[config.mk]
export PLATFORM = sky130hd
export DESIGN_NAME = muldiv_unit
export DESIGN_NICKNAME = d
export VERILOG_FILES = /design/src/rtl/muldiv_unit.sv
export SDC_FILE = /design/constraint.sdc
export NUM_CORES = 1
export LEC_CHECK = 0
export ABC_AREA = 0
export BUFFER_PORTS_ARGS = -buffer_cell sky130_fd_sc_hd__clkbuf_2
export CAP_MARGIN = 20
export CORE_ASPECT_RATIO = 1.4
export CORE_UTILIZATION = 44
export DETAILED_ROUTE_END_ITERATION = 7
export GPL_TIMING_DRIVEN = 0
export PLACE_DENSITY_LB_ADDON = 0.12
export REMOVE_ABC_BUFFERS = 1
export SETUP_SLACK_MARGIN = 0.2
export SLEW_MARGIN = 20
export SYNTH_ARGS = -nofsm -noshare
export SYNTH_HDL_FRONTEND = slang
export SYNTH_SLANG_ARGS = --single-unit
[constraint.sdc]
create_clock -name clk -period 16.13 [get_ports clk]
set_input_delay 0.8065 -clock clk [delete_from_list [all_inputs] [get_ports clk]]
set_output_delay 0.8065 -clock clk [all_outputs]
set_load 0.03 [all_outputs]
[src/rtl/muldiv_unit.sv]
// Iterative multiply/divide unit with architectural HI/LO registers.
// Shift-add multiply and restoring divide, BITS_PER_CYCLE bits per edge.
module muldiv_unit #(
    parameter int WIDTH          = 32,
    parameter int BITS_PER_CYCLE = 1
) (
    input  logic             clk,
    input  logic             reset,
    input  logic             start,
    input  logic [2:0]       op,
    input  logic [WIDTH-1:0] a,
    input  logic [WIDTH-1:0] b,
    output logic             busy,
    output logic             done,
    output logic             div_zero,
    output logic [WIDTH-1:0] hi,
    output logic [WIDTH-1:0] lo
);

    localparam int ITERS = WIDTH / BITS_PER_CYCLE;
    localparam int CW = $clog2(ITERS + 1);
    localparam logic [CW-1:0] LAST = CW'(ITERS - 1);

    typedef enum logic [1:0] {IDLE, CALC, FIX} state_t;
    state_t state, state_n;

    logic [CW-1:0]      cnt;
    logic               is_div, neg_res, neg_rem, dz;
    logic [WIDTH-1:0]   x, m;
    logic [2*WIDTH-1:0] acc;

    logic [WIDTH-1:0]   x_n;
    logic [2*WIDTH-1:0] acc_n;
    logic [WIDTH:0]     r;

    logic               go, mthi, mtlo, sgn, sa, sb;
    logic [WIDTH-1:0]   abs_a, abs_b;
    logic [2*WIDTH-1:0] prod;
    logic [WIDTH-1:0]   rem_mag, hi_fix, lo_fix;

    assign busy  = (state != IDLE);
    assign go    = start && !busy && !op[2];
    assign mthi  = start && !busy && (op == 3'b100);
    assign mtlo  = start && !busy && (op == 3'b101);
    assign sgn   = ~op[0];
    assign sa    = sgn & a[WIDTH-1];
    assign sb    = sgn & b[WIDTH-1];
    assign abs_a = sa ? -a : a;
    assign abs_b = sb ? -b : b;

    always_ff @(posedge clk or posedge reset) begin
        if (reset) state <= IDLE;
        else       state <= state_n;
    end

    always_comb begin
        state_n = state;
        unique case (state)
            IDLE:    if (go) state_n = CALC;
            CALC:    if (cnt == LAST) state_n = FIX;
            FIX:     state_n = IDLE;
            default: state_n = IDLE;
        endcase
    end

    // x is the multiplier (consumed MSB first) or dividend becoming quotient
    always_comb begin
        acc_n = acc;
        x_n   = x;
        r     = '0;
        for (int i = 0; i < BITS_PER_CYCLE; i++) begin
            if (is_div) begin
                r   = {acc_n[WIDTH-1:0], x_n[WIDTH-1]};
                x_n = x_n << 1;
                if (r >= {1'b0, m}) begin
                    r      = r - {1'b0, m};
                    x_n[0] = 1'b1;
                end
                acc_n = {{(WIDTH-1){1'b0}}, r};
            end else begin
                acc_n = acc_n << 1;
                if (x_n[WIDTH-1])
                    acc_n = acc_n + {{WIDTH{1'b0}}, m};
                x_n = x_n << 1;
            end
        end
    end

    always_comb begin
        prod    = neg_res ? -acc : acc;
        rem_mag = acc[WIDTH-1:0];
        if (is_div) begin
            hi_fix = neg_rem ? -rem_mag : rem_mag;
            lo_fix = dz ? '1 : (neg_res ? -x : x);
        end else begin
            hi_fix = prod[2*WIDTH-1:WIDTH];
            lo_fix = prod[WIDTH-1:0];
        end
    end

    always_ff @(posedge clk or posedge reset) begin
        if (reset) begin
            cnt      <= '0;
            is_div   <= 1'b0;
            neg_res  <= 1'b0;
            neg_rem  <= 1'b0;
            dz       <= 1'b0;
            x        <= '0;
            m        <= '0;
            acc      <= '0;
            hi       <= '0;
            lo       <= '0;
            done     <= 1'b0;
            div_zero <= 1'b0;
        end else begin
            done     <= 1'b0;
            div_zero <= 1'b0;
            unique case (state)
                IDLE: begin
                    if (go) begin
                        cnt     <= '0;
                        is_div  <= op[1];
                        neg_res <= sa ^ sb;
                        neg_rem <= sa;
                        dz      <= op[1] && (b == '0);
                        x       <= op[1] ? abs_a : abs_b;
                        m       <= op[1] ? abs_b : abs_a;
                        acc     <= '0;
                    end
                    if (mthi) hi <= a;
                    if (mtlo) lo <= a;
                end
                CALC: begin
                    cnt <= cnt + 1'b1;
                    x   <= x_n;
                    acc <= acc_n;
                end
                FIX: begin
                    hi       <= hi_fix;
                    lo       <= lo_fix;
                    done     <= 1'b1;
                    div_zero <= dz;
                end
                default: ;
            endcase
        end
    end

endmodule
Word-level counts from Yosys, hierarchy flattened --
Index checks and enable logic that the tools add are counted.
Storage, ports and cells: bits in writable memories 0, word-level logic and storage cells 82, memories 0, latch bits 0, ROM bits 0, flip-flop bits (word level) 206
Operators by class: equality and inequality tests 9, shift operators 0, bitwise logic cells 4, reductions and logical operators 17, multiply operators 0, muxes and demuxes 30, div/mod/pow operators 0, $add $sub $neg 8, magnitude comparators 1
Operator list (number):
- $mux W32 | 12
- $mux W64 | 4
- $pmux W32 S2 | 3
- $neg A32 Y32 | 4
- $pmux W64 S2 | 1
- $add A64 B32 Y64 | 1
- $neg A64 Y64 | 1
- $ge A33 B32 Y1 | 1
- $mux W33 | 1
- $sub A33 B32 Y33 | 1
- $logic_not A32 Y1 | 1
- $pmux W6 S2 | 1
- $reduce_and A2 Y1 | 5
- $ne A2 B2 Y1 const B | 4
- $add A6 B1 Y6 const B | 1
- $eq A3 B3 Y1 const B | 2
- $eq A6 B5 Y1 const B | 1
- $mux W6 | 1
- $reduce_bool A2 Y1 | 3
- $logic_and A1 B1 Y1 | 5
- $mux W1 | 4
- $mux W2 | 2
- $pmux W2 S2 | 1
- $and A1 B1 Y1 | 2
- other kinds (6) | 7

Depth between registers and ports, before layout --
depth in word-level cells 6, gate-level depth with buffers 14, depth with buffers taken out 12

Worst setup path before layout --
Ideal clock, no wire load.
kind register to register, from register acc[0], to register acc[63], data required time 15999 ps, path slack 12832 ps, arrival 3166 ps, buffers on the path 1, cell stages (with the launch flop) 14, cell sequence dfrtp_1 -> ha_1 -> inv_1 -> fa_1 -> nor3_1 -> o31ai_1 -> a21oi_1 -> or4b_1 -> a211oi_2 -> o21ai_1 -> a21oi_1 -> clkbuf_2 -> nor4_1 -> or3_1
Between the ends: cells in the longest elaborated chain, start to end 4
RTL lines:
- from (decl) | line 30 | logic [2*WIDTH-1:0] acc;
- from (signal assigned) | line 136 | acc <= acc_n;
- $add A64 B32 Y64 | line 83 | acc_n = acc_n + {{WIDTH{1'b0}}, m};
- $mux W64 | line 82 | if (x_n[WIDTH-1])
- $mux W64 | line 72 | if (is_div) begin
- $pmux W64 S2 | line 118 | unique case (state)
No other way between the ends. A chain may end at the register's enable or synchronous reset.

Worst setup path after layout --
from register x[31], to register acc[12]
Between the ends: cells in the longest elaborated chain, start to end 4, elaborated cells between the ends (all ways) 6, those cells by class 1 x add/sub; 1 x order compare; 4 x mux
RTL lines:
- from (decl) | line 29 | logic [WIDTH-1:0] x, m;
- from (signal assigned) | line 126 | x <= op[1] ? abs_a : abs_b;
- from (signal assigned) | line 135 | x <= x_n;
- $sub A33 B32 Y33 / $ge A33 B32 Y1 (equally long branches) | line 76, 75
- $mux W33 | line 75 | if (r >= {1'b0, m}) begin
- $mux W64 * | line 72
- $pmux W64 S2 * | line 118
Mark *: on every way between the ends. The rest lies on a longest branch, timed or not.

==> flow_metrics.tcl <==
set metrics [dict create \
    status "completed" \
    place_hpwl_mm 52.8 \
    synth_seq_cells 206 \
    synth_compound_area_share_pct 26.0 \
    clk_latency_ps 580 \
    power_density_mw_per_mm2 198 \
    wl_per_cell_um 24.2 \
    fin_util_pct 49.7 \
    clk_path_buf_depth 3 \
    wirelength_mm 70.5 \
    hp-class "input port to async pin" \
    max_cap_violations 0 \
    ys_async_sr_fraction_pct 100 \
    critPathKind "flop to flop" \
    port_buffers 136 \
    drtPass1Iterations 8 \
    finalSetupViolCount 0 \
    cts_resized 0 \
    worstPathMaxFanout 56 \
    grtUsageTotal_pct 32.8 \
    core_sq_mm 0.0412 \
    io_pins 137 \
    layout_common_cells "254 x nand2_1, 209 x o21ai_0, 202 x dfrtp_1" \
    num-nets-final 2491 \
    endpoint_kind "flop" \
    gp_congestion 0.964 \
    worst_path_most_repeated_cell "a21oi_1" \
    yosysTopAreaCell "dfrtp_1" \
    htree_num_levels 1 \
    fp.dieW_um 175 \
    fmax_ghz 0.207 \
    die_area_sq_mm 0.0427 \
    synth_top_cell_area_share_pct 28.0 \
    vias 18300 \
    worst_pin_slew_ps 1130 \
    hold_viol 0 \
    slew_viol_final 0 \
    postCtsHoldBufs 0 \
    path_cells "clkinv_1, ha_1, nand2b_1, a21oi_1, o21ai_0, nand2_1, a21oi_1, a31oi_4, buf_16, buf_16, mux2_2, a21oi_1, o21ai_0" \
    synth_fa_ha_area_share_pct 4.91 \
    min_period_ps 4830 \
    cts.sinks 206 \
    cts_tree "yes" \
    ys_top_cells_by_area "dfrtp_1 28%, xnor2_1 7.9%, o21ai_0 5.7%" \
    overflow 0 \
    fin_crit_sh_pct 30.0 \
    cp_top_family "compound AO/OA/AOI/OAI gates" \
    die_y_um 244 \
    muxShareOfSynthArea_pct 3.08 \
    ys.flop_type "dfrtp_1" \
    nFillCells 4134 \
    avgSynthCellArea_sq_um 7.79 \
    yosysSeqAreaShare_pct 28.0 \
    start_kind "flop" \
    grt_max_degree 83 \
    clk_pin_slew_ps 70 \
    layout_commonest_cell "nand2_1" \
    mappedNetlistArea_sq_mm 0.0184 \
    grt_pass1_wl_mm 107 \
    detail-route-antenna-nets 0 \
    rsz0062_at_grt "false" \
    cp.arrival_ps 5250 \
    max_stage_delay_ps 880 \
    cts_buffers 26 \
    grt_pass1_vias 17300 \
    synthXorXnorAreaFrac_pct 11.7 \
    synth_top_family_by_area "compound AO/OA/AOI/OAI gates" \
    leakage_nw 8.56 \
    drc 0 \
    drive_above_1_share_pct 11.4 \
    drt_iter0_markers 1712 \
    ir_drop_mv 0.113 \
    syn_inst 2362 \
    via_per_inst 6.29 \
    max_slew_margin_pct 24.4 \
    ys_warn_count 0 \
    holdWs_ps 242 \
    synth-edff-count 0 \
    start_util_pct 44.7 \
    cp.required_ps 16550 \
    antenna_found_initial 1 \
    crit_buf_inv 3 \
    post_cts_buffers 0 \
    skew_ps 27.6 \
    synth-simple-area-share_pct 20.2 \
    slowest_stage "dfrtp_4" \
    n_antenna_cell 0 \
    yosysUniqueCellTypes 83 \
    row_count 88 \
    syn_to_final_growth_pct 11.2 \
    tns_ps 0 \
    cts_root_buffer "clkbuf_16" \
]
==> layout make-up <==
| type | count | area (sq um) | area share (%) |
|---|---|---|---|
| clock buffer | 38 | 726 | 3.55 |
| sequential | 206 | 5170 | 25.3 |
| tap | 540 | 676 | 3.30 |
| multi-input combinational | 1871 | 12200 | 59.8 |
| inverter | 87 | 337 | 1.65 |
| timing repair buffer | 158 | 1160 | 5.65 |
| clock inverter | 10 | 166 | 0.813 |
==> path summary, 6_finish.rpt <==
kind / endpoint / slack (ps) / depth (start not counted) / startpoint
worst max-delay path: acc[12] / 11300 / 13 / x[31]
worst min-delay path: x[10] / 240 / 2 / reset
worst max register to register: acc[12] / 11300 / 13 / x[31]
worst min register to register: lo[30] / 480 / 2 / lo[30]
max in group asynchronous: acc[60] / 14710 / 4 / reset
min in group clk: lo[30] / 480 / 2 / lo[30]
==> flip-flops by register name, summed over array words and instances (netlist names) <==
name and count:
acc 64, hi 32, lo 32, m 32
x 32, cnt 6, state 2, div_zero 1
done 1, dz 1, is_div 1, neg_rem 1
neg_res 1
==> metrics by stage <==
step	instances	setup WS, ps	power [W]	cell area (sq um)
global placement	2840	3750	0.00330	19000
finish	2910	11300	0.00405	20500
global route	2910	11210	0.00431	20500
CTS	2910	11390	0.00402	20400
floorplan	2164	9700	0.00258	17600
detailed placement	2862	11390	0.00338	19600
==> Yosys cell counts, types with 10 or more instances <==
library cell	instances
nand2b_1	22
a211oi_1	27
nand3_1	60
a21oi_1	175
a211o_1	10
or4_1	28
nor4_1	22
clkbuf_1	168
o21ai_0	209
a221o_1	11
dfrtp_1	206
xor2_1	80
buf_1	14
o41ai_1	14
a32o_1	12
a21o_1	11
buf_2	10
a31oi_1	31
nor3_1	41
mux2i_1	42
or2_2	13
o22ai_1	13
or3_1	29
o31ai_1	42
nand2_1	255
inv_1	85
o211ai_1	28
o21bai_1	13
nand4_1	19
and3_1	15
nor2_1	178
mux2_2	13
o21ai_1	17
ha_1	69
nand3b_1	11
xnor2_1	166
o221ai_1	36
nor2b_1	20
a22oi_1	33
==> metal layers <==
metal  global-route usage, %  share of wire, %  up-vias
met5                       0                 0        -
met3                    2.80               5.1      199
met1                    40.2                39     8867
met4                    21.3               7.1        0
li1                        -                 -     8493
met2                    55.0                48      732
==> report_power, final <==
part / switching (W) / total, W / internal, W / leakage, nW
logic: 0.00146 / 0.00240 / 0.000944 / 5.52
registers: 0.000355 / 0.00102 / 0.000664 / 2.61
clock network: 0.000254 / 0.000630 / 0.000376 / 0.428
==> kinds of logic after synthesis <==
| logic type | Yosys count |
|---|---|
| and+or+nand+nor | 756 |
| xor gates and xnor gates | 246 |
| muxes | 55 |
| DFF | 206 |
| buffers and inverters | 285 |
| AOI/OAI and AO/OA | 743 |
| adders and majority gates | 71 |
Note: power is estimated with default switching activity, not from simulation.
